**src/rtl/chorus_sample_sequencer.sv**
```systemverilog
// rtl/chorus_sample_sequencer.sv - per-sample sequencer for the chorus DSP chain
//
// Purpose:
//   Each dry-sample strobe runs one fixed sequence through the chain:
//   LFO step, delay-buffer write, delay-buffer read, mixer start, output strobe.
//   The user settings are captured at the sample boundary so they stay fixed
//   for the whole sequence. A sample that arrives while busy is dropped and
//   flagged. A stage that waits too long on its handshake is aborted and
//   flagged. Both flags are sticky.
//
// Ports:
//   clk_i, reset_i                        clock, synchronous active-high reset
//   pktInChanged_i                        new dry sample strobe
//   lfoDone_i, bufRdValid_i, mixDone_i    stage completion handshakes
//   clearErr_i                            clears the sticky error flags
//   freqSetting_i/scaleFactor_i/mixSetting_i   raw settings
//   lfoStep_o, bufWr_o, bufRd_o, mixStart_o, pktOutChanged_o   stage pulses
//   freqSetting_o/scaleFactor_o/mixSetting_o   latched settings
//   busy_o, overrun_o, timeout_o, error_o      status

module chorus_sample_sequencer #(
    parameter int TIMEOUT_CYCLES = 64,
    parameter int CNT_W          = 7
) (
    input  logic       clk_i,
    input  logic       reset_i,
    input  logic       pktInChanged_i,
    input  logic       lfoDone_i,
    input  logic       bufRdValid_i,
    input  logic       mixDone_i,
    input  logic       clearErr_i,
    input  logic [3:0] freqSetting_i,
    input  logic [3:0] scaleFactor_i,
    input  logic [3:0] mixSetting_i,
    output logic       lfoStep_o,
    output logic       bufWr_o,
    output logic       bufRd_o,
    output logic       mixStart_o,
    output logic       pktOutChanged_o,
    output logic [3:0] freqSetting_o,
    output logic [3:0] scaleFactor_o,
    output logic [3:0] mixSetting_o,
    output logic       busy_o,
    output logic       overrun_o,
    output logic       timeout_o,
    output logic       error_o
);

    typedef enum logic [2:0] {
        S_IDLE,
        S_LFO,
        S_WR,
        S_RD,
        S_MIX,
        S_DONE
    } state_t;

    localparam logic [CNT_W-1:0] TERM_CNT = CNT_W'(TIMEOUT_CYCLES - 1);

    state_t           r_state;
    logic [CNT_W-1:0] r_cnt;
    logic             r_lfo_step;
    logic             r_buf_wr;
    logic             r_buf_rd;
    logic             r_mix_start;
    logic             r_pkt_out;
    logic             r_busy;
    logic             r_overrun;
    logic             r_timeout;
    logic             r_error;
    logic [3:0]       r_freq;
    logic [3:0]       r_scale;
    logic [3:0]       r_mix;

    logic             w_waiting;
    logic             w_stall;
    logic             w_overrun_set;
    logic             w_overrun_nxt;
    logic             w_timeout_nxt;

    // A wait state whose handshake is still low this cycle. A handshake that
    // lands on the terminal-count cycle clears w_waiting, so it beats the abort.
    always_comb begin
        w_waiting = 1'b0;
        case (r_state)
            S_LFO:   w_waiting = !lfoDone_i;
            S_RD:    w_waiting = !bufRdValid_i;
            S_MIX:   w_waiting = !mixDone_i;
            default: w_waiting = 1'b0;
        endcase
    end

    assign w_stall       = w_waiting && (r_cnt == TERM_CNT);
    assign w_overrun_set = pktInChanged_i && (r_state != S_IDLE);

    // Set beats clear when both happen on the same cycle.
    assign w_overrun_nxt = w_overrun_set || (r_overrun && !clearErr_i);
    assign w_timeout_nxt = w_stall       || (r_timeout && !clearErr_i);

    always_ff @(posedge clk_i) begin
        if (reset_i) begin
            r_state     <= S_IDLE;
            r_cnt       <= '0;
            r_lfo_step  <= 1'b0;
            r_buf_wr    <= 1'b0;
            r_buf_rd    <= 1'b0;
            r_mix_start <= 1'b0;
            r_pkt_out   <= 1'b0;
            r_busy      <= 1'b0;
            r_overrun   <= 1'b0;
            r_timeout   <= 1'b0;
            r_error     <= 1'b0;
            r_freq      <= '0;
            r_scale     <= '0;
            r_mix       <= '0;
        end else begin
            // Stage pulses are one cycle wide: raised only on the transition.
            r_lfo_step  <= 1'b0;
            r_buf_wr    <= 1'b0;
            r_buf_rd    <= 1'b0;
            r_mix_start <= 1'b0;
            r_pkt_out   <= 1'b0;
            r_overrun   <= w_overrun_nxt;
            r_timeout   <= w_timeout_nxt;
            r_error     <= w_overrun_nxt || w_timeout_nxt;

            case (r_state)
                S_IDLE: begin
                    if (pktInChanged_i) begin
                        r_freq     <= freqSetting_i;
                        r_scale    <= scaleFactor_i;
                        r_mix      <= mixSetting_i;
                        r_cnt      <= '0;
                        r_lfo_step <= 1'b1;
                        r_busy     <= 1'b1;
                        r_state    <= S_LFO;
                    end
                end
                S_LFO: begin
                    if (lfoDone_i) begin
                        r_buf_wr <= 1'b1;
                        r_state  <= S_WR;
                    end else if (w_stall) begin
                        r_busy  <= 1'b0;
                        r_state <= S_IDLE;
                    end else begin
                        r_cnt <= r_cnt + 1'b1;
                    end
                end
                S_WR: begin
                    r_cnt    <= '0;
                    r_buf_rd <= 1'b1;
                    r_state  <= S_RD;
                end
                S_RD: begin
                    if (bufRdValid_i) begin
                        r_cnt       <= '0;
                        r_mix_start <= 1'b1;
                        r_state     <= S_MIX;
                    end else if (w_stall) begin
                        r_busy  <= 1'b0;
                        r_state <= S_IDLE;
                    end else begin
                        r_cnt <= r_cnt + 1'b1;
                    end
                end
                S_MIX: begin
                    if (mixDone_i) begin
                        r_pkt_out <= 1'b1;
                        r_state   <= S_DONE;
                    end else if (w_stall) begin
                        r_busy  <= 1'b0;
                        r_state <= S_IDLE;
                    end else begin
                        r_cnt <= r_cnt + 1'b1;
                    end
                end
                S_DONE: begin
                    r_busy  <= 1'b0;
                    r_state <= S_IDLE;
                end
                default: begin
                    r_busy  <= 1'b0;
                    r_state <= S_IDLE;
                end
            endcase
        end
    end

    assign lfoStep_o       = r_lfo_step;
    assign bufWr_o         = r_buf_wr;
    assign bufRd_o         = r_buf_rd;
    assign mixStart_o      = r_mix_start;
    assign pktOutChanged_o = r_pkt_out;
    assign freqSetting_o   = r_freq;
    assign scaleFactor_o   = r_scale;
    assign mixSetting_o    = r_mix;
    assign busy_o          = r_busy;
    assign overrun_o       = r_overrun;
    assign timeout_o       = r_timeout;
    assign error_o         = r_error;

endmodule

```
**config.mk**
```make
export PLATFORM = sky130hd
export DESIGN_NAME = chorus_sample_sequencer
export DESIGN_NICKNAME = d
export VERILOG_FILES = /design/src/rtl/chorus_sample_sequencer.sv
export SDC_FILE = /design/constraint.sdc
export NUM_CORES = 1
export LEC_CHECK = 0
export ABC_AREA = 1
export BUFFER_PORTS_ARGS = -buffer_cell sky130_fd_sc_hd__buf_2
export CAP_MARGIN = 20
export CORE_MARGIN = 2
export CORE_UTILIZATION = 35
export DETAILED_ROUTE_END_ITERATION = 16
export PLACE_DENSITY = 0.6
export SLEW_MARGIN = 20
export SYNTH_ARGS = -nofsm -noshare
export SYNTH_HDL_FRONTEND = slang
export SYNTH_SLANG_ARGS = --single-unit
export TNS_END_PERCENT = 50
```
**constraint.sdc**
```tcl
create_clock -name clk_i -period 2.2 [get_ports clk_i]
set_clock_uncertainty 0.1 [all_clocks]
set_input_delay 0.22 -clock clk_i [delete_from_list [all_inputs] [get_ports clk_i]]
set_output_delay 0.22 -clock clk_i [all_outputs]
set_load 0.02 [all_outputs]
```
== After elaboration in Yosys (flattened, before gate mapping) ==
Index checks and enable logic that the tools add are counted.
Word-level totals
  register bits: 31
  bits in latches: 0
  RAM bits: 0
  bits in read-only memories: 0
  input port bits: 19
  output and inout port bits: 21
  logic and storage cells: 74
  memories: 0
Operators by class
  add/subtract/negate cells: 1
  multiply operators: 0
  divide/modulo/power cells: 0
  $lt $le $gt $ge: 0
  equal/unequal tests: 9
  shifts and indexed selects: 0
  mux-type cells: 24
  bitwise operators: 5
  reductions and logical operators: 21
Operators by type and width (number)
  two-way mux 7 bit: 5
  one-hot mux 7 bit (5 select lines): 1
  two-way mux 3 bit: 5
  one-hot mux 3 bit (5 select lines): 1
  two-way mux 1 bit: 10
  inequality test 2 bit, second input constant: 4
  OR reduction 2 bit: 4
  adder 7 x 1 -> 7 bit, second input constant: 1
  == test 7 x 6 -> 1 bit, second input constant: 1
  == test 3 x 2 -> 1 bit, second input constant: 2
  inverter 1 bit: 5
  one-hot mux 1 bit (5 select lines): 1
  AND reduction 5 bit: 1
  nonzero test 5 bit: 1
  logical AND 1 bit: 4
  logical NOT 1 bit: 4
  AND reduction 4 bit: 1
  == test 3 x 1 -> 1 bit, second input constant: 1
  == test 3 bit, second input constant: 1
  logical NOT 3 bit: 1
  logical OR 1 bit: 3
  one-hot mux 1 bit (3 select lines): 1
  nonzero test 3 bit: 1
  AND reduction 2 bit: 1

== Depth between registers and ports, before layout ==
  depth in word-level cells: 6
  gate-level depth with buffers: 10
  depth with buffers taken out: 10

== Least setup slack after synthesis ==
OpenSTA, ideal clock, no wires.
  path kind: reg-to-reg
  start point: register r_cnt[0]
  end point: register r_state[0]
  library setup time: 0.115 ns
  arrival: 1.314 ns
  path slack: 0.671 ns
  stages on the path, launching flop included: 10
  path buffers: 1
  path through: dfxtp_1 ha_1 nand2_1 nor2_4 nand2_1 nor2_4 nand2_4 buf_6 a31oi_1 nor2_1
On the way
  word-level cells in the longest chain between the ends: 5
  elaborated cells between the ends (all ways): 7
Ends and longest elaborated chain
  start: declaration: line 61  | logic [CNT_W-1:0] r_cnt;
  start signal: assignment: line 147  | r_cnt <= r_cnt + 1'b1;
  start signal: assignment: line 164  | r_cnt <= r_cnt + 1'b1;
  start signal: assignment: line 175  | r_cnt <= r_cnt + 1'b1;
  == test 7 x 6 -> 1 bit *: line 93  | assign w_stall = w_waiting && (r_cnt == TERM_CNT);
  logical AND 1 bit *: line 93
  two-way mux 3 bit *
  two-way mux 3 bit, on equally long branches
  one-hot mux 3 bit (5 select lines) *
  end signal: assignment: line 102  | r_state <= S_IDLE;
  end signal: assignment: line 136  | r_state <= S_LFO;
  end signal: assignment: line 142  | r_state <= S_WR;
  end: declaration: line 60  | state_t r_state;
Mark *: on every way between the ends. The rest lies on a longest branch, timed or not.
A chain may end at the register's enable or synchronous reset.

== Final worst setup path ==
  start point: register r_state[2]
  end point: register r_cnt[1]
On the way
  word-level cells in the longest chain between the ends: 6
  elaborated cells between the ends (all ways): 17
Ends and longest elaborated chain
  == test 3 bit, or another cell as far along: line 85, 127
  one-hot mux 1 bit (3 select lines): line 85  | case (r_state)
  logical AND 1 bit: line 93
  two-way mux 7 bit
  two-way mux 7 bit, on equally long branches
  one-hot mux 7 bit (5 select lines): line 127  | case (r_state)
Several ways; a longest one is shown, not always the timed one. The select of a mux whose other input is x is not followed.

==> impl_metrics.ini <==
[status]
status = complete, no violations

[timing]
tightest_slew_ns = 0.4694
timing.final.crit_share = 0.7722
rsz0062_at_grt = no
final-hold-violation-count = 0
finalSetupTns_ns = 0
relSlewSlack = 0.6863
fin_crit_ns = 1.699
slew_viol_final = 0
clock.fmax_mhz = 588.6
setup_viol = 0

[placement]
dpl_cell_area_mm2 = 0.001694
gp_congestion = 0.7321
port_buffers = 39
place_inst = 273
hpwl_um = 2338

[floorplan]
io_pins = 40
rows = 23
die_w_um = 68.79
core_mm2 = 0.004029
initial_core_util = 0.3646
die_area_mm2 = 0.004731
die_y_um = 68.79

[drt]
drt_iter0_drc = 61
drc = 0
wl_um = 3206
wl_met2_um = 1455
dr_total_vias = 1292
viasPerCell = 4.598
wl_met3_um = 118
ant_nets = 0
top_layer = met4
wl_met1_um = 1536
wl_per_cell_um = 11.41
drtPass1Iterations = 4

[setup_path]
slowest_delay_ns = 0.46
cp_top_family = simple AND/OR/NAND/NOR gates
crit_type = flop to flop
cp.arrival_ns = 1.79
worst-path-max-fanout = 12
crit_chain = buf_4 -> nor2_8 -> nand3_4 -> nand2_4 -> nor2_4 -> nand2_1 -> o21ai_0 -> nor2_1
critPathRequiredTime_ns = 2.29
critPathSlowestCell = dfxtp_1
cp-start-kind = flop
critical_path_buf_inv_count = 1
r2r_slack_ns = 0.50
crit_path_end_kind = flop

[clocking]
cts_resized = 0
cts_made_buffers = 5
cts.htree.levels = 2
clkSinkCount = 31
postCtsSetupBuffers = 0
holdBufCountCts = 0
clk_pin_slew_ns = 0.07
cts_tree = built
cts-root-buf = clkbuf_8
clock_path_buffers = 2
clock_latency_ns = 0.29

[global_route]
gr-total-overflow = 0
grt_max_degree = 16
track_usage = 0.1500
grt_pass1_wl_um = 5147
antenna_found_initial = 0
grt_pass1_vias = 1157

[final_layout]
diodes = 0
drive_gt1_frac = 0.3377
syn2layout_area_growth_pct = 23.34
fin_cells = 281
nNetsFinal = 250
final_area_mm2 = 0.001812
fillers = 435
multi_input_area_um2 = 725.7
seqCellArea_um2 = 620.6

[power]
peakVddDrop_v = 0.0004063
p_leak_nw = 0.8384
power_per_cell_area_mw_per_mm2 = 779.9

[job]
drv_cap = 0

[yosys]
synth.distinct_cells = 27
ys_ff_latch = 31
synth_fp_nets = 209
synth_warnings = 0
syn_area_mm2 = 0.001469
syn_area_per_cell_um2 = 7.772
seq_area_frac_synth = 0.4225
syn_inst = 189

[min_path]
hold_path_class = input port to flop
[logic make-up (layout without fill, tap and decap cells)]
kind of cell,Yosys count,after routing,synth area share
simple gates,102,102,0.3773
flops,31,31,0.4225
compound gates,29,29,0.1082
buf+inv,26,68,0.08347
fa+ha+maj,1,1,0.008517
[registers in the layout (all words and copies together) (netlist names), 3 cells and up]
name / flops
r_state: 3
r_cnt: 7
mixSetting_o: 4
freqSetting_o: 4
scaleFactor_o: 4
[worst paths after layout]
| path | startpoint | endpoint | cells past startpoint |
|---|---|---|---|
| worst max register to register | r_state[2] | r_cnt[1] | 8 |
| worst min register to register | mixSetting_o[1] | mixSetting_o[1] | 2 |
| worst max-delay path | r_state[2] | r_cnt[1] | 8 |
| worst min-delay path | mixSetting_i[1] | mixSetting_o[1] | 3 |
[layer usage]
| layer | track usage | vias up |
|---|---|---|
| met5 | 0 | - |
| met4 | 0.09559 | 0 |
| met3 | 0.04708 | 7 |
| li1 | - | 701 |
| met2 | 0.2188 | 20 |
| met1 | 0.1902 | 564 |
[synth_stat cells]
cell type,number,area (um2)
nor2_2,4,25.02
nor2_4,3,33.78
dfxtp_1,31,620.6
nand3b_1,1,7.510
nand2_4,2,22.52
a21oi_2,2,17.52
nand3_4,1,17.52
nand3_1,21,105.1
nand4_1,4,25.02
nor2_1,17,63.81
clkbuf_1,2,7.510
buf_1,1,3.750
nand3b_2,1,11.26
nor2_8,1,20.02
o21ai_0,3,15.01
inv_1,14,52.55
ha_1,1,12.51
inv_2,4,15.01
nand2_1,35,131.4
nand3_2,5,50.05
nand2_2,5,31.28
buf_2,2,10.01
a21oi_1,21,105.1
a31oi_1,1,6.260
a22oi_1,2,15.01
nor3_1,2,10.01
buf_6,3,33.78
[power by group]
part | internal, mW | switching [mW] | leakage, nW
clock network | 0.366 | 0.219 | 0.0612
logic | 0.0762 | 0.142 | 0.524
registers | 0.591 | 0.0178 | 0.253
[cell type report]
class / count / share of cell area
Timing Repair Buffer: 42 / 0.1202
Tap cell: 50 / 0.03453
Clock inverter: 2 / 0.01934
Clock buffer: 6 / 0.04558
Sequential cell: 31 / 0.3425
Inverter: 18 / 0.03729
Multi-Input combinational cell: 132 / 0.4006
[through the flow]
step	util	power (mW)	worst slack, ns	hold WS [ns]
final	0.4497	1.413	0.5012	0.09294
after global routing	0.4497	1.487	0.2896	0.08945
after CTS	0.4497	1.429	0.5117	0.08872
after detailed placement	0.4205	0.8418	0.5254	0.3495
after global placement	0.4205	0.8411	0.5394	0.3487
after floorplan	-	0.7772	0.6707	0.1891
[placed cells by master, fill, tap and decap left out, drive strengths merged]
cell type	instances
buf	42
nand2	42
dfxtp	31
nand3	27
nor2	25
a21oi	23
inv	18
clkbuf	6
nand4	4
o21ai	3
nor3	2
a22oi	2
nand3b	2
a31oi	1
ha	1
clkinv	1
bufinv	1
[worst min-delay path: cells and delay by family]
kind / cells / cell delay, ns
AND/OR/NAND/NOR: 1 / 0.07
buffers and inverters: 1 / 0.09
AO/OA/AOI/OAI: 1 / 0.06
Power figures use the tool's default switching activity.
